<file path="src/rtl/crc16_pkg.sv">
// Shared types and constants for the CRC16 (X^16+X^12+X^5+1) transmit framer.
// Holds the framer state encoding and the byte-wide CRC step used by the datapath.
package crc16_pkg;

   localparam logic [15:0] CRC16_POLY = 16'h1021;
   localparam logic [15:0] CRC16_INIT = 16'h0000;

   typedef enum logic [1:0] {
      DATA   = 2'd0,
      CRC_HI = 2'd1,
      CRC_LO = 2'd2
   } state_t;

   // Advances an MSB-first, non-reflected CRC16 by one whole byte.
   function automatic logic [15:0] crc16_step(input logic [15:0] crc,
                                              input logic [7:0]  data,
                                              input logic [15:0] poly);
      logic [15:0] c;
      c = crc ^ {data, 8'h00};
      for (int i = 0; i < 8; i++) begin
         c = c[15] ? ((c << 1) ^ poly) : (c << 1);
      end
      return c;
   endfunction

endpackage

</file>
<file path="src/rtl/crc16_byte_step.sv">
// Combinational one-byte CRC16 update: crc_out = CRC of crc_in extended by data.
module crc16_byte_step
   import crc16_pkg::*;
#(
   parameter logic [15:0] POLY = CRC16_POLY
) (
   input  logic [15:0] crc_in,
   input  logic [7:0]  data,
   output logic [15:0] crc_out
);

   assign crc_out = crc16_step(crc_in, data, POLY);

endmodule

</file>
<file path="src/rtl/crc16_frame_tx.sv">
// Transmit framer: forwards payload bytes through a single output register and
// appends the running CRC16 as two trailer bytes (MSB first) after the last byte.
module crc16_frame_tx
   import crc16_pkg::*;
#(
   parameter logic [15:0] POLY   = CRC16_POLY,
   parameter logic [15:0] INIT   = CRC16_INIT,
   parameter logic [15:0] XOROUT = 16'h0000
) (
   input  logic        clk,
   input  logic        rst_n,
   input  logic        s_valid,
   output logic        s_ready,
   input  logic [7:0]  s_data,
   input  logic        s_last,
   output logic        m_valid,
   input  logic        m_ready,
   output logic [7:0]  m_data,
   output logic        m_last,
   output logic [15:0] crc_out,
   output logic        frame_done
);

   state_t      state;
   state_t      state_next;
   logic [15:0] crc_reg;
   logic [15:0] crc_next;
   logic [15:0] fcs;
   logic        free;
   logic        accept;

   crc16_byte_step #(.POLY(POLY)) u_step (
      .crc_in  (crc_reg),
      .data    (s_data),
      .crc_out (crc_next)
   );

   // The output register can take a new byte when empty or draining this cycle.
   assign free    = !m_valid || m_ready;
   assign s_ready = (state == DATA) && free;
   assign accept  = s_valid && s_ready;
   assign fcs     = crc_reg ^ XOROUT;

   // NOTE: every combinational output gets a default first so no path leaves it
   // unassigned; a missing default here would infer a latch.
   always_comb begin
      state_next = state;
      unique case (state)
         DATA:    if (accept && s_last) state_next = CRC_HI;
         CRC_HI:  if (free)             state_next = CRC_LO;
         CRC_LO:  if (free)             state_next = DATA;
         default:                       state_next = DATA;
      endcase
   end

   // NOTE: sequential state uses non-blocking assignments so every flop samples
   // values from before the edge, independent of statement order.
   always_ff @(posedge clk or negedge rst_n) begin
      if (!rst_n) begin
         state      <= DATA;
         crc_reg    <= INIT;
         m_valid    <= 1'b0;
         m_data     <= 8'h00;
         m_last     <= 1'b0;
         crc_out    <= 16'h0000;
         frame_done <= 1'b0;
      end else begin
         state      <= state_next;
         frame_done <= m_valid && m_ready && m_last;
         if (accept) begin
            m_data  <= s_data;
            m_valid <= 1'b1;
            m_last  <= 1'b0;
            crc_reg <= crc_next;
         end else if (state == CRC_HI && free) begin
            m_data  <= fcs[15:8];
            m_valid <= 1'b1;
            m_last  <= 1'b0;
         end else if (state == CRC_LO && free) begin
            m_data  <= fcs[7:0];
            m_valid <= 1'b1;
            m_last  <= 1'b1;
            crc_out <= fcs;
            crc_reg <= INIT;
         end else if (m_ready) begin
            m_valid <= 1'b0;
            m_last  <= 1'b0;
         end
      end
   end

endmodule

</file>
<file path="config.mk">
export PLATFORM = sky130hd
export DESIGN_NAME = crc16_frame_tx
export DESIGN_NICKNAME = d
export VERILOG_FILES = /design/src/rtl/crc16_pkg.sv /design/src/rtl/crc16_byte_step.sv /design/src/rtl/crc16_frame_tx.sv
export SDC_FILE = /design/constraint.sdc
export NUM_CORES = 1
export LEC_CHECK = 0
export ABC_CLOCK_PERIOD_IN_PS = 3520
export BUFFER_PORTS_ARGS = -buffer_cell sky130_fd_sc_hd__buf_2
export CORE_AREA = 4 4 68 70
export CTS_BUF_LIST = sky130_fd_sc_hd__clkbuf_8
export DETAILED_ROUTE_END_ITERATION = 7
export DIE_AREA = 0 0 72 74
export PLACE_DENSITY = 0.84
export SYNTH_ARGS = -nofsm -noshare
export SYNTH_HDL_FRONTEND = slang
export SYNTH_HIERARCHICAL = 1
export SYNTH_SLANG_ARGS = --single-unit
</file>
<file path="constraint.sdc">
create_clock -name clk -period 3.52 [get_ports clk]
set_input_delay 0.352 -clock clk [delete_from_list [all_inputs] [get_ports clk]]
set_output_delay 0.352 -clock clk [all_outputs]
set_load 0.005 [all_outputs]
</file>
=== After elaboration in Yosys (flattened, before gate mapping) ===
Cells that the tools add are included.

* Reduce and logical (&&, ||, !) cells: 16
* Muxes and demuxes: 24
* Eq/ne operators: 6
* Bitwise operators: 11

{| class="wikitable"
|+ Operators by type and width
! kind !! count
|-
| $mux W13 || 8
|-
| $mux W16 || 3
|-
| $mux W8 || 3
|-
| $not A3 Y3 || 8
|-
| $xor A16 B16 Y16 || 1
|-
| $logic_and A1 B1 Y1 || 7
|-
| $mux W1 || 6
|-
| $mux W2 || 3
|-
| $ne A2 B2 Y1 const B || 3
|-
| $pmux W2 S3 || 1
|-
| $reduce_and A3 Y1 || 2
|-
| $reduce_bool A4 Y1 || 1
|-
| $reduce_bool A3 Y1 || 1
|-
| $eq A2 B1 Y1 const B || 1
|-
| $eq A2 B2 Y1 const B || 1
|-
| $logic_not A2 Y1 || 1
|-
| $ne A2 B1 Y1 const B || 1
|-
| $not A1 Y1 || 2
|-
| $reduce_and A2 Y1 || 1
|-
| $reduce_bool A2 Y1 || 1
|-
| $logic_not A1 Y1 || 1
|-
| $logic_or A1 B1 Y1 || 1
|}

* Bits in registers: 45
* Input port bits: 13

=== Logic depth before layout (Yosys ltp) ===
* Depth in word-level cells: 18
* Depth in mapped cells: 7
* Mapped depth without buffers: 5

=== By module ===
Netlist, hierarchy kept.

{| class="wikitable"
|+ Modules (own cells, without submodules)
! module !! cells an instance !! times used !! seq. area each (um2) !! area an instance (um2)
|-
| crc16_frame_tx || 176 || 1 || 1126.1 || 2031.9
|-
| crc16_byte_step || 25 || 1 || 0.0 || 387.9
|}

=== Worst setup path before layout ===
No wires, ideal clock.

* Kind: reg2reg
* Start: reg state[0]
* End: reg crc_out[10]
* Data arrival time: 1.316 ns
* Library setup time: 0.125 ns
* Cell stages (with the launch flop): 7
* Path buffers: 3
* Setup slack: 2.079 ns
* Cells stage by stage: dfrtp_1 > buf_6 > nand2b_1 > nand2b_1 > buf_6 > buf_6 > mux2_4

* Cells in the longest elaborated chain, start to end: 5

{| class="wikitable"
|+ Ends and longest elaborated chain
! item !! line !! source
|-
| start: declaration || crc16_frame_tx.sv:24 || <nowiki>state_t state;</nowiki>
|-
| start signal: assignment || crc16_frame_tx.sv:68 || <nowiki>state <= state_next;</nowiki>
|-
| $logic_not A2 Y1 || crc16_frame_tx.sv:40 || <nowiki>assign s_ready = (state == DATA) && free;</nowiki>
|-
| $logic_and A1 B1 Y1 || crc16_frame_tx.sv:40 ||
|-
| $logic_and A1 B1 Y1 || crc16_frame_tx.sv:41 || <nowiki>assign accept = s_valid && s_ready;</nowiki>
|-
| $not A1 Y1 (no line) || -- ||
|-
| $reduce_and A3 Y1 (no line) * || -- ||
|-
| end signal: assignment || crc16_frame_tx.sv:83 || <nowiki>crc_out <= fcs;</nowiki>
|-
| end: declaration || crc16_frame_tx.sv:20 || <nowiki>output logic [15:0] crc_out,</nowiki>
|}

Every way passes the cells marked *; elsewhere a longest branch is shown, timed or not.
A chain may end at the register's enable or synchronous reset.

=== Final worst setup path ===
* Start: reg state[0]
* End: reg m_data[3]

* Cells in the longest elaborated chain, start to end: 4

{| class="wikitable"
|+ Ends and longest elaborated chain
! item !! line !! source
|-
| $eq A2 B1 Y1 or $logic_not A2 Y1 (tied branches) || crc16_frame_tx.sv:75, crc16_frame_tx.sv:40 ||
|-
| $logic_and A1 B1 Y1, on equally long branches || crc16_frame_tx.sv:75, crc16_frame_tx.sv:40 ||
|-
| $mux W8 or $logic_and A1 B1 Y1 (tied branches) || crc16_frame_tx.sv:75, crc16_frame_tx.sv:41 ||
|-
| $mux W8 or $reduce_bool A3 Y1 (tied branches) || -- ||
|-
| end signal: assignment || crc16_frame_tx.sv:71 || <nowiki>m_data <= s_data;</nowiki>
|-
| end signal: assignment || crc16_frame_tx.sv:76 || <nowiki>m_data <= fcs[15:8];</nowiki>
|-
| end signal: assignment || crc16_frame_tx.sv:80 || <nowiki>m_data <= fcs[7:0];</nowiki>
|-
| end: declaration || crc16_frame_tx.sv:18 || <nowiki>output logic [7:0] m_data,</nowiki>
|}

Several ways; a longest one is shown, not always the timed one.

==> flow_summary.json <==
{
  "die_y_um": 74,
  "hold_viol_final": 0,
  "portBuffers": 40,
  "finalSetupViolations": 0,
  "track_usage": 0.215,
  "post_drt_wl_per_cell_um": 17.9,
  "p_per_area_nw_per_um2": 917,
  "wl_um": 5130,
  "ios": 41,
  "p_sw_frac": 0.353,
  "synthArstFlopShare": 1.00,
  "ys_seq_elements": 45,
  "clock_skew_ns": 0.00625,
  "rsz0062_at_grt": "false",
  "synth_top_area_cell": "dfrtp_1",
  "drcViolationCount": 0,
  "place_congestion": 0.822,
  "synthDominantCellAreaShare": 0.465,
  "synthCells": 201,
  "synth_area_leaders": "dfrtp_1 (47%), mux2_4 (6.2%), nand2_1 (5.4%)",
  "cts_hold_buf": 0,
  "power.share.sequential": 0.384,
  "syn_area_per_cell_um2": 12.0,
  "required_ns": 3.72,
  "clk_latency_ns": 0.31,
  "cts_setup_buffers": 0,
  "num_vias": 1649,
  "grt_pass1_wl_um": 8600,
  "antenna_found_initial": 0,
  "syn_area_um2": 2420,
  "insertedDiodeCount": 0,
  "yosysSeqAreaShare": 0.465,
  "grt_pass1_vias": 1758,
  "maxSlewViolCount": 0,
  "clkTransAtPathRegs_ns": 0.09,
  "die_w_um": 72,
  "yosysWarnings": 6,
  "firstDrtPassIters": 5,
  "dpl-instance-area_um2": 2590,
  "p_leak_uw": 0.00140,
  "die-area_um2": 5330,
  "setup.worst_path.start_class": "register",
  "endpoint_kind": "register",
  "cts-root-buf": "clkbuf_8",
  "pwr-share-comb": 0.470,
  "final_area_um2": 2700,
  "finalCriticalPeriod_ns": 2.13,
  "cts_tree": "built",
  "overflow": 0,
  "grt_max_degree": 46,
  "peakVddDrop_mv": 0.461,
  "internal-power_uw": 1600,
  "hold_class": "in2async",
  "viasPerCell": 5.75,
  "slew_headroom": 0.342,
  "crit_fanout": 24,
  "fin_crit_sh": 0.606,
  "drt-initial-drc-count": 143,
  "ant_nets": 0,
  "crit_type": "reg2reg",
  "core_um2": 3970,
  "worst_pin_slew_ns": 0.987,
  "synth_edf_count": 0,
  "synthDistinctLibCells": 33,
  "cp.arrival_ns": 2.33,
  "switching_power_uw": 873,
  "p_clk_frac": 0.145,
  "fin_nets": 249,
  "cts_resized": 0,
  "cts_buffers": 5,
  "status": "complete, no violations",
  "fin_setup_tns_ns": 0,
  "start_util": 0.609,
  "clk_path_buf_depth": 2,
  "drv_cap": 0,
  "synth_flop_cell": "dfrtp_1",
  "area_delta_synth_final_pct": 11.4,
  "syn_nets": 214,
  "cts_num_sinks": 45,
  "fin_cells": 287,
  "fin_util": 0.679,
  "htree_levels": 2,
  "drive_gt1_frac": 0.300,
  "rows": 23,
  "max_freq_mhz": 469,
  "dpl.cell_count": 279,
  "hpwl_um": 3420
}
==> critical path, cell delays in order (launching register included) <==
cell	delay, ns
dfrtp_1	0.60
nor2b_4	0.35
nand3b_2	0.49
o21a_1	0.37
a22o_1	0.20
==> per-stage QoR <==
step                      hold WS (ns)  setup slack [ns]  power [µW]
final                            0.197              1.39        2470
after global routing             0.291              1.26        2650
after CTS                        0.247              1.42        2490
after detailed placement         0.480              1.45        2120
after global placement           0.478              1.52        2080
after floorplan                 0.0564              2.08        1820
==> placed cells by master, fill, tap and decap left out, types with 2 or more instances in the layout <==
cell type,instances
xnor2_2,3
a22o_1,8
nand2_1,35
clkbuf_8,7
dfrtp_1,45
xnor2_1,8
nand3_1,17
o21ai_0,2
xnor3_1,5
o21a_1,8
o2bb2ai_1,8
nand2b_1,5
xor2_1,3
buf_2,40
a21oi_1,10
mux2_1,3
mux2_4,10
mux2_2,3
xor3_1,3
==> cell families after synthesis <==
family | synth area share
and+or+nand+nor | 0.132
DFF | 0.465
xor gates and xnor gates | 0.159
AOI/OAI and AO/OA | 0.113
buffers and inverters | 0.0408
muxes | 0.0900
==> metal layers <==
metal  vias to the layer above  wire [µm]  track usage
met4                         0        126       0.0856
met5                         -          0            0
li1                        777          -            -
met3                        13        260       0.0554
met1                       808       2200        0.275
met2                        51       2550        0.353
==> power groups by stage <==
stage                     registers, µW  logic, µW  clock network (µW)
after floorplan                     910        909                   0
after global placement              954       1120                   0
after detailed placement            960       1160                   0
after CTS                           951       1170                 361
after global routing                987       1280                 382
final                               950       1160                 359
==> cells in the mapped netlist (2+ instances only) <==
| library cell | n |
|---|---|
| mux2_1 | 3 |
| nand2b_1 | 5 |
| xnor2_2 | 3 |
| xnor2_1 | 8 |
| xnor3_1 | 5 |
| o21a_1 | 8 |
| mux2_4 | 10 |
| a21oi_1 | 10 |
| o21ai_0 | 2 |
| dfrtp_1 | 45 |
| mux2_2 | 3 |
| a22o_1 | 8 |
| buf_2 | 4 |
| nand2_1 | 35 |
| clkbuf_1 | 2 |
| buf_4 | 3 |
| o2bb2ai_1 | 8 |
| xor2_1 | 3 |
| nand3_1 | 17 |
| xor3_1 | 3 |
| buf_6 | 4 |
==> worst paths after layout <==
path | to | depth (start not counted) | slack [ns] | start
max in group asynchronous | crc_out[6] | 1 | 2.70 | rst_n
hold / removal | frame_done | 1 | 0.20 | rst_n
hold reg to reg | crc_out[12] | 1 | 0.50 | crc_out[12]
setup / recovery | m_data[3] | 4 | 1.39 | state[0]
min in group clk | state[0] | 3 | 0.31 | s_last
setup reg to reg | m_data[3] | 4 | 1.39 | state[0]
==> layout make-up <==
cell class / instances / area (µm²)
flip-flops and latches: 45 / 1130
well taps: 50 / 62.6
clock buffers: 7 / 96.3
inverters: 1 / 3.75
multi-input cells: 142 / 1190
repair buffers: 41 / 208
clock inverters: 1 / 5.00
fillers: 312 / 1270
(Power assumes the default switching activity.)
